--- config.mk ---
export PLATFORM = sky130hd
export DESIGN_NAME = temp_sensor_sequencer
export DESIGN_NICKNAME = d
export VERILOG_FILES = /design/src/rtl/temp_sensor_sequencer.sv
export SDC_FILE = /design/constraint.sdc
export NUM_CORES = 1
export LEC_CHECK = 0
export BUFFER_PORTS_ARGS = -buffer_cell sky130_fd_sc_hd__buf_2
export CAP_MARGIN = 40
export CORE_MARGIN = 5
export CORE_UTILIZATION = 50
export CTS_CLUSTER_SIZE = 20
export DETAILED_ROUTE_END_ITERATION = 7
export GPL_ROUTABILITY_DRIVEN = 0
export PLACE_DENSITY = 0.73
export SETUP_SLACK_MARGIN = 0.02
export SYNTH_ARGS = -nofsm -noshare
export SYNTH_HDL_FRONTEND = slang
export SYNTH_SLANG_ARGS = --single-unit
--- constraint.sdc ---
create_clock -name clk -period 2.42 [get_ports clk]
set_clock_uncertainty 0.15 [all_clocks]
set_input_delay 0.121 -clock clk [delete_from_list [all_inputs] [get_ports clk]]
set_output_delay 0.121 -clock clk [all_outputs]
set_load 0.01 [all_outputs]
--- src/rtl/temp_sensor_sequencer.sv ---
// temp_sensor_sequencer: polls four sensors over a shared req/ack bus and publishes a coherent frame
module temp_sensor_sequencer #(
  parameter int W = 8,
  parameter int TO_CYCLES = 16,
  parameter int TO_W = 5
) (
  input  logic         clk,
  input  logic         rst,
  input  logic         start,
  output logic         sens_req,
  output logic [1:0]   sens_sel,
  input  logic         sens_ack,
  input  logic [W-1:0] sens_data,
  output logic [W-1:0] temp1,
  output logic [W-1:0] temp2,
  output logic [W-1:0] temp3,
  output logic [W-1:0] temp4,
  output logic         frame_valid,
  output logic [3:0]   err_mask,
  output logic         busy
);
  typedef enum logic [1:0] {IDLE, REQ, GAP, DONE} state_t;
  state_t state, state_nxt;
  logic [TO_W-1:0] cnt;
  logic [W-1:0] shadow [4];
  logic [3:0] pend;
  logic tmo, last;
  assign tmo = cnt == TO_W'(TO_CYCLES - 1);
  assign last = sens_sel == 2'd3;
  always_ff @(posedge clk or posedge rst)
    if (rst) state <= IDLE;
    else state <= state_nxt;
  always_comb
    state_nxt = (state == IDLE) ? (start ? REQ : IDLE) :
                (state == REQ)  ? ((sens_ack || tmo) ? GAP : REQ) :
                (state == GAP)  ? (last ? DONE : REQ) : IDLE;
  always_comb begin
    sens_req = state == REQ;
    busy = state != IDLE;
    frame_valid = state == DONE;
  end
  // shadows collect a sweep; published words only change on the edge entering DONE
  always_ff @(posedge clk or posedge rst)
    if (rst) begin
      sens_sel <= '0;
      cnt <= '0;
      pend <= '0;
      for (int i = 0; i < 4; i++) shadow[i] <= '0;
      temp1 <= '0;
      temp2 <= '0;
      temp3 <= '0;
      temp4 <= '0;
      err_mask <= '0;
    end else begin
      if (state == IDLE && start) begin
        sens_sel <= '0;
        cnt <= '0;
        pend <= '0;
      end
      if (state == REQ) begin
        if (sens_ack) shadow[sens_sel] <= sens_data;
        else if (tmo) pend[sens_sel] <= 1'b1;
        else cnt <= cnt + TO_W'(1);
      end
      if (state == GAP && !last) begin
        sens_sel <= sens_sel + 2'd1;
        cnt <= '0;
      end
      if (state == GAP && last) begin
        temp1 <= shadow[0];
        temp2 <= shadow[1];
        temp3 <= shadow[2];
        temp4 <= shadow[3];
        err_mask <= pend;
      end
    end
endmodule

-- Word level (Yosys, flattened, before mapping)
Cells that the tools add are included.
- register bits: 81
- bits in latches: 0
- RAM bits: 0
- memory bits (read-only): 0
- input port bits: 12
- output and inout bits: 41
- logic and storage cells: 59
- memories kept: 0
- $add $sub $neg: 2
- $mul: 0
- div/mod/pow operators: 0
- order comparisons: 4
- equality and inequality tests: 5
- shift operators: 0
- multiplexer cells: 22
- bitwise operators: 2
- reduce and logical (&&, ||, !) cells: 11
- operators with widths (cell ; count):
    bitwise mux 32 bit ; 1
    two-way mux 5 bit ; 5
    demux 8 bit (select 2 bit) ; 1
    two-way mux 4 bit ; 4
    two-way mux 2 bit ; 7
    two-way mux 8 bit ; 1
    == test 2 bit, second input constant ; 3
    adder 5 x 1 -> 5 bit, second input constant ; 1
    == test 5 x 4 -> 1 bit, second input constant ; 1
    logical AND 1 bit ; 5
    OR 4 bit ; 1
    nonzero test 2 bit ; 2
    greater-or-equal comparator 3 bit, second input constant ; 1
    less-than comparator 2 x 3 -> 1 bit, second input constant ; 1
    less-than comparator 3 x 1 -> 1 bit, second input constant ; 1
    inverter 2 -> 3 bit ; 1
    adder 2 x 1 -> 2 bit, second input constant ; 1
    demux 1 bit (select 2 bit) ; 1
    == test 2 x 1 -> 1 bit, second input constant ; 1
    greater-or-equal comparator 2 x 1 -> 1 bit, second input constant ; 1
    zero test 2 bit ; 1
    two-way mux 1 bit ; 2
    AND reduction 2 bit ; 1
    zero test 1 bit ; 1
    logical OR 1 bit ; 1

-- Logic depth before layout (Yosys ltp)
Gate-level depths: netlist (run 1).
- depth in word-level cells: 8
- mapped depth: 5
- mapped depth without buffers: 4

-- Least setup slack after synthesis (run 1)
No wires, ideal clock.
- kind: register to register
- from: register sens_sel[0]
- to: register err_mask[0]
- setup time: 0.125 ns
- arrival: 1.529 ns
- required time: 2.145 ns
- setup slack: 0.616 ns
- cell stages (with the launch flop): 6
- path buffers: 2
- clock period less this slack: 1.804 ns
- path through: dfrtp_1 > ha_1 > nand3b_1 > buf_2 > buf_2 > mux2_2
- cells in the longest elaborated chain, start to end: 2
- RTL lines (item ; RTL line ; RTL):
    start, declared ; 11 ; output logic [1:0] sens_sel,
    start signal, assigned ; 66 ; sens_sel <= sens_sel + 2'd1;
    == test 2 bit ; 29 ; assign last = sens_sel == 2'd3;
    logical AND 1 bit ; 69 ; if (state == GAP && last) begin
    end signal, assigned ; 74 ; err_mask <= pend;
    end, declared ; 19 ; output logic [3:0] err_mask,
Every way passes these cells.
A chain may end at the register's enable or synchronous reset.

-- Worst setup path after layout (run 1)
- from: register sens_sel[0]
- to: register temp1[3]
- cells in the longest elaborated chain, start to end: 2
- RTL lines (item ; RTL line ; RTL):
    == test 2 bit ; 29 ;
    logical AND 1 bit ; 69 ;
    end signal, assigned ; 70 ; temp1 <= shadow[0];
    end, declared ; 14 ; output logic [W-1:0] temp1,
Every way passes these cells.

==> impl_metrics.json, run 1 <==
{
  "min_path_type": "input pin to asynchronous set/reset pin",
  "drive_gt1_frac": 0.483,
  "drc": 0,
  "arrival_ps": 1930,
  "yosysTopAreaCell": "dfrtp_1",
  "cts_tree": "yes",
  "worstMarginPinSlew_ps": 696,
  "grt_overflow": 0,
  "fp.dieArea_um2": 8110,
  "fin_setup_tns_ps": 0,
  "grt_max_degree": 42,
  "relSlewSlack": 0.536,
  "cts_root_buf": "clkbuf_8",
  "rsz0062_at_grt": "false",
  "synth_area_leaders": "dfrtp_1 (63%), mux2_2 (23%), ha_1 (2.0%), a22o_1 (1.1%), buf_2 (0.78%)",
  "clkTransAtPathRegs_ps": 80,
  "synth_area_per_cell_um2": 15.2,
  "hold_ws_ps": 249,
  "finalWirelength_um": 5960,
  "grt_pass1_wl_um": 10200,
  "grt_pass1_vias": 2048,
  "grt_antenna_before_repair": 0,
  "hold_violations": 0,
  "clk_path_buf_depth": 2,
  "dp_hpwl_um": 3940,
  "crit_fanout": 27,
  "diodes": 0,
  "min_period_ps": 1840,
  "clock_sinks": 81,
  "layout_common_cells": "dfrtp_1 (81), mux2_2 (66), buf_2 (52)",
  "die_h_um": 90.0,
  "p_per_area_nw_per_um2": 1090,
  "clk_latency_ps": 350,
  "dp_slack_ps": 580,
  "synth_nets": 228,
  "ys_seq_area_frac": 0.633,
  "start_kind": "flip-flop",
  "post_cts_buffers": 0,
  "first_pass_iters": 4,
  "final_common_cell": "dfrtp_1",
  "vdd_drop_max_mv": 0.671,
  "start_util": 0.510,
  "io_pins": 53,
  "critPathCaptureType": "flip-flop",
  "syn_to_final_growth_pct": 20.0,
  "htree_num_levels": 3,
  "ys_ff_latch": 81,
  "nNetsFinal": 298,
  "placed_cells": 336,
  "critical_path_class": "flip-flop to flip-flop",
  "synth_area_um2": 3200,
  "yosysUniqueCellTypes": 33,
  "via_per_inst": 5.31,
  "numCtsBuffers": 9,
  "port_buffers": 52,
  "drv_slew": 0,
  "wl_per_cell_um": 16.4,
  "yosysWarnings": 0,
  "netlist_instances": 211,
  "status": "completed",
  "grtUsageTotal": 0.158,
  "synth_top_area_share": 0.633,
  "p_leak_nw": 1.95,
  "final_cells": 363,
  "num_vias": 1926,
  "coreArea_um2": 6280,
  "timing.final.crit_share": 0.761,
  "rows": 29,
  "maxCapViolations": 0,
  "die_w_um": 90.0,
  "finalInstanceArea_um2": 3840,
  "drt_iter0_drc": 85,
  "setup_viol": 0,
  "antenna_left": 0,
  "required_ps": 2510,
  "worst_slack_ps": 578,
  "max_freq_ghz": 0.543,
  "dpl_cell_area_um2": 3560
}
## stage by stage
stage | util | total power, mW
2_1_floorplan | - | 2.89
3_3_place_gp | 0.567 | 3.26
3_5_place_dp | 0.567 | 3.33
4_1_cts | 0.613 | 4.24
5_1_grt | 0.613 | 4.47
6_report | 0.613 | 4.18
## area by class of cell
cell class              instances  area (um^2)
fillers                       523         2430
flip-flops and latches         81         2030
multi-input cells             118         1120
repair buffers                 67          413
clock buffers                  14          163
well taps                      77         96.3
inverters                       4         16.3
clock inverters                 2         12.5
## report_power, final
part,internal (mW),switching [mW],total (mW)
Combinational,0.648,0.531,1.18
Sequential,1.84,0.274,2.11
Clock,0.429,0.460,0.889
## critical path, cell delays in order (launching register included)
cell	delay (ps)
dfrtp_1	440
ha_1	270
nand3b_1	120
buf_4	350
mux2_2	380
## synth_stat cells (all sizes together)
cell	n
or3b	2
and3b	1
ha	5
a21oi	4
o211ai	2
o31ai	1
nand4b	1
buf	6
nor3b	2
or2	1
and4b	1
dfrtp	81
nand2	6
o21ai	3
nand2b	1
nand3	3
o21bai	1
mux2	68
inv	4
nor3	3
or2b	1
a22oi	1
a41oi	1
a22o	4
or3	1
and2	1
clkbuf	2
a211oi	1
nand3b	1
nor2	2
## routing by layer
| layer | vias to the layer above | share of wire | track usage |
|---|---|---|---|
| li1 | 896 | - | - |
| met2 | 44 | 0.45 | 0.235 |
| met1 | 976 | 0.47 | 0.214 |
| met3 | 10 | 0.060 | 0.0509 |
| met4 | 0 | 0.020 | 0.0670 |
| met5 | - | 0 | 0 |
## registers in the layout, summed over array words and instances (netlist names)
name / count
temp3: 8
temp4: 8
temp2: 8
sens_sel: 2
err_mask: 4
state: 2
shadow: 32
cnt: 5
pend: 4
temp1: 8
## timing repair
action                                 CTS  global route
endpoints found under the hold margin   75             0
hold buffers                            11             0
resized for setup                        0             0
## path summary, 6_finish.rpt
kind	from	endpoint	slack, ps	cells past startpoint
worst min-delay path	rst	shadow[13]	250	3
min in group clk	shadow[28]	shadow[28]	340	1
worst min register to register	shadow[28]	shadow[28]	340	1
worst max register to register	sens_sel[0]	temp1[3]	580	4
max in group asynchronous	rst	state[0]	1240	4
worst max-delay path	sens_sel[0]	temp1[3]	580	4
## cells by family (layout without fill, tap and decap cells)
group                    Yosys count  count (layout)  synth area share
AO/OA/AOI/OAI                     18              18            0.0387
adder cells (fa/ha/maj)            5               5            0.0195
buffers and inverters             12              87            0.0184
flip-flops                        81              81             0.633
multiplexers                      68              68             0.239
AND/OR/NAND/NOR                   27              27            0.0516
Note: power is estimated with default switching activity, not from simulation.
==> inputs of run 2 (changes only) <==
Settings changed: PLACE_DENSITY 0.73 to 0.7.
Clock period 2.42 ns to 1.7 ns, I/O delays scaled along.
==> run 2 against run 1 <==
- hold slack got worse by 220 ps
- non-clock buffer count increased by 17
- via count increased by 2.6%
- critical path type unchanged
- largest power group unchanged
==> impl_metrics.json, run 2 (synthesized netlist as in run 1, its figures left out) <==
{
  "critPathCaptureType": "flip-flop",
  "drc": 0,
  "vdd_drop_max_mv": 0.851,
  "final_common_cell": "dfrtp_1",
  "crit_fanout": 5,
  "arrival_ps": 1730,
  "min_from": "sens_ack",
  "intPower_mw": 4.30,
  "worstMarginPinSlew_ps": 516,
  "antenna_left": 0,
  "start_util": 0.510,
  "cp_common_cell": "buf_4",
  "via_per_inst": 5.20,
  "nNetsFinal": 315,
  "num_vias": 1977,
  "clock_sinks": 81,
  "maxCapViolations": 0,
  "start_kind": "flip-flop",
  "grt_max_degree": 25,
  "pwr-share-comb": 0.310,
  "reg2reg_to": "shadow[11]",
  "die_h_um": 90.0,
  "fillCellCount": 495,
  "io_pins": 53,
  "largest_reg_flops": 32,
  "grt_pass1_vias": 2160,
  "r2r-start": "sens_sel[0]",
  "r2r_slack_ps": 60,
  "clk_path_buf_depth": 2,
  "grtUsageTotal": 0.165,
  "cts_tree": "yes",
  "min_path_cells": 3,
  "htree_num_levels": 3,
  "p_switching_mw": 1.83,
  "max_freq_ghz": 0.609,
  "port_buffers": 52,
  "grt_pass1_wl_um": 10600,
  "p_leak_nw": 2.06,
  "cts_root_buf": "clkbuf_8",
  "dp_hpwl_um": 4300,
  "critical_path_class": "flip-flop to flip-flop",
  "layout_common_cells": "dfrtp_1 (80), mux2_2 (66), buf_2 (52)",
  "status": "completed",
  "required_ps": 1780,
  "r2r_cells": 6,
  "wl_per_cell_um": 16.1,
  "die_w_um": 90.0,
  "grt_overflow": 0,
  "clkPwrFrac": 0.203,
  "min_to": "state[0]",
  "setup_viol": 0,
  "fp.dieArea_um2": 8110,
  "clkTransAtPathRegs_ps": 70,
  "coreArea_um2": 6280,
  "rows": 29,
  "worst_slack_ps": 58.1,
  "grt_antenna_before_repair": 0,
  "min_period_ps": 1640,
  "sequentialPowerShare": 0.486,
  "min_path_type": "input pin to flip-flop",
  "syn_to_final_growth_pct": 26.8,
  "relSlewSlack": 0.655,
  "crit_chain": "buf_4 -> inv_1 -> ha_1 -> nand2_1 -> buf_4 -> mux2_2",
  "drive_gt1_frac": 0.538,
  "hold_violations": 0,
  "swShare": 0.298,
  "placed_cells": 352,
  "drv_slew": 0,
  "diodes": 0,
  "numCtsBuffers": 9,
  "timing.final.crit_share": 0.966,
  "crit_slowest_cell": "dfrtp_2",
  "first_pass_iters": 4,
  "drt_iter0_drc": 114,
  "p_per_area_nw_per_um2": 1510,
  "crit_path_max_incr_delay_ps": 360,
  "final_cells": 380,
  "clk_latency_ps": 340,
  "finalWirelength_um": 6110,
  "dp_slack_ps": 31.5,
  "regMostFlops": "shadow",
  "rsz0062_at_grt": "true",
  "fin_setup_tns_ps": 0
}
==> run 2: layout make-up <==
cell class	count	area (um^2)	area share
sequential	81	2030	0.499
multi-input combinational	118	1130	0.279
timing repair buffer	84	611	0.150
clock buffer	14	163	0.0400
tap	77	96.3	0.0237
inverter	4	18.8	0.00462
clock inverter	2	12.5	0.00308
==> run 2: worst max-delay path: cells and delay by family (launching register included) <==
kind,cells,cell delay (ps)
adders and majority gates,1,220
buffers and inverters,3,360
DFF,1,360
muxes,1,330
and+or+nand+nor,1,120
==> run 2: metrics by stage <==
step                      utilization  cell area, um^2  hold WS (ps)  power (mW)
after floorplan                     -             3220          64.2        4.12
after global placement          0.593             3720         -1.56        4.79
after detailed placement        0.593             3720          4.31        4.87
after CTS                       0.643             4040          50.5        6.17
after global routing            0.647             4060          23.2        6.56
final                           0.647             4060          26.0        6.13
==> run 2: routing by layer <==
metal	part of all wire	wire length [um]	vias up	global-route usage
li1	-	-	931	-
met1	0.45	2770	990	0.216
met2	0.46	2840	45	0.248
met3	0.056	345	11	0.0451
met4	0.025	152	0	0.0931
met5	0	0	-	0
==> run 2: worst max-delay path by stage <==
stage                 from     endpoint  slack [ps]  cells past startpoint
3_5_place_dp   sens_sel[0]     temp2[6]          30                      4
3_3_place_gp   sens_sel[0]     temp1[6]          50                      4
4_1_cts           state[0]  sens_sel[1]          30                      4
2_1_floorplan  sens_sel[0]  err_mask[0]          10                      5
6_report       sens_sel[0]   shadow[11]          60                      6
5_1_grt             cnt[0]       cnt[0]           2                      4
==> run 2: timing repair <==
| action | CTS | global route |
|---|---|---|
| hold endpoints to repair | 95 | 0 |
| buffers inserted | 1 | 0 |
| gates cloned | 1 | 0 |
| hold buffers | 10 | 0 |
| pin swaps | 1 | 2 |
| resized for setup | 3 | 8 |
| setup endpoints to repair | 2 | 23 |
==> run 2: power by group through the flow <==
stage | clock network [mW] | registers, mW | logic (mW)
after floorplan | 0 | 3.08 | 1.04
after global placement | 0 | 2.99 | 1.79
after detailed placement | 0 | 3.02 | 1.86
after CTS | 1.28 | 2.98 | 1.90
after global routing | 1.37 | 3.07 | 2.11
final | 1.25 | 2.98 | 1.90
==> inputs of run 3 (changes only) <==
Clock period 1.7 ns to 2.05 ns, I/O delays scaled along.
==> run 3 against run 2 <==
- via count down 3.6%
- critical endpoint is now temp4[3]
- clock power up 15%
- largest power group unchanged
- critical path depth down 2
- highest routed layer unchanged
==> impl_metrics.json, run 3 (synthesized netlist as in run 1, its figures left out) <==
{
  "first_pass_iters": 4,
  "crit_end": "temp4[3]",
  "layout_common_cells": "dfrtp_1 (81), mux2_2 (66), buf_2 (52)",
  "post_cts_buffers": 0,
  "start_util": 0.510,
  "r2r-start": "sens_sel[0]",
  "fillCellCount": 492,
  "regMostFlops": "shadow",
  "fp.dieArea_um2": 8110,
  "p_per_area_nw_per_um2": 1350,
  "htree_num_levels": 3,
  "status": "completed",
  "relSlewSlack": 0.681,
  "worstMarginPinSlew_ps": 477,
  "min_period_ps": 1800,
  "finalInstanceArea_um2": 3950,
  "reg2reg_to": "temp4[3]",
  "syn_to_final_growth_pct": 23.2,
  "min_path_type": "input pin to asynchronous set/reset pin",
  "coreArea_um2": 6280,
  "dp_hpwl_um": 3920,
  "arrival_ps": 1890,
  "grt_pass1_vias": 2064,
  "drv_slew": 0,
  "die_w_um": 90.0,
  "clk_path_buf_depth": 2,
  "grt_overflow": 0,
  "critPathCaptureType": "flip-flop",
  "regArea_um2": 2030,
  "numCtsBuffers": 9,
  "clkTransAtPathRegs_ps": 80,
  "max_freq_ghz": 0.554,
  "required_ps": 2130,
  "r2r_cells": 4,
  "grt_max_degree": 82,
  "io_pins": 53,
  "finalWirelength_um": 5890,
  "via_per_inst": 5.24,
  "antenna_left": 0,
  "r2r_slack_ps": 250,
  "cts_resized": 0,
  "grt_pass1_wl_um": 10400,
  "port_buffers": 52,
  "drc": 0,
  "diodes": 0,
  "setup_viol": 0,
  "timing.final.crit_share": 0.880,
  "cts_tree": "yes",
  "dpl_cell_area_um2": 3580,
  "start_kind": "flip-flop",
  "vdd_drop_max_mv": 0.807,
  "clock_sinks": 81,
  "nNetsFinal": 299,
  "crit_start": "sens_sel[0]",
  "die_h_um": 90.0,
  "grt_antenna_before_repair": 0,
  "grtUsageTotal": 0.162,
  "p_leak_nw": 2.00,
  "rows": 29,
  "fin_setup_tns_ps": 0,
  "multi_input_area_um2": 1120,
  "wl_per_cell_um": 16.2,
  "cts_root_buf": "clkbuf_8",
  "largest_reg_flops": 32,
  "clk_latency_ps": 340,
  "drt_iter0_drc": 48,
  "fin_util": 0.629,
  "hold_violations": 0,
  "maxCapViolations": 0,
  "num_vias": 1906,
  "rsz0062_at_grt": "false",
  "final_common_cell": "dfrtp_1",
  "drive_gt1_frac": 0.491,
  "crit_fanout": 17,
  "ctsHoldBuffers": 11,
  "critical_path_class": "flip-flop to flip-flop"
}
[run 3: layer usage]
layer | vias up | wire [um] | GRT usage
li1 | 901 | - | -
met1 | 948 | 2790 | 0.222
met2 | 48 | 2680 | 0.235
met3 | 9 | 296 | 0.0459
met4 | 0 | 128 | 0.0819
met5 | - | 0 | 0
[run 3: area by class of cell]
class | count | share of cell area
Clock buffer | 12 | 0.0393
Clock inverter | 4 | 0.0250
Inverter | 4 | 0.00476
Multi-Input combinational cell | 118 | 0.283
Sequential cell | 81 | 0.514
Tap cell | 77 | 0.0244
Timing Repair Buffer | 68 | 0.110
[run 3: power by group]
part / leakage [nW] / switching [mW] / internal, mW
Sequential: 1.05 / 0.336 / 2.17
Combinational: 0.823 / 0.614 / 0.771
Clock: 0.127 / 0.561 / 0.879
Total: 2.00 / 1.51 / 3.82
[run 3: worst max-delay path, stage by stage (launching register included)]
cell,delay [ps]
dfrtp_1,450
ha_1,270
nand3b_1,170
buf_4,280
mux2_2,370
[run 3: through the flow]
stage / power, mW / setup slack, ps / hold WS [ps] / cells
detailed placement: 3.93 / 249 / 105 / 337
global placement: 3.87 / 300 / 102 / 337
CTS: 5.40 / 243 / 270 / 364
finish: 5.33 / 246 / 254 / 364
global route: 5.67 / 145 / 309 / 364
floorplan: 3.41 / 246 / 81.7 / 211
[run 3: worst min path at each step]
stage	from	endpoint
final	rst	shadow[23]
after detailed placement	rst	temp2[1]
after CTS	rst	temp3[1]
after global placement	rst	temp3[7]
after floorplan	start	state[0]
after global routing	rst	temp3[1]
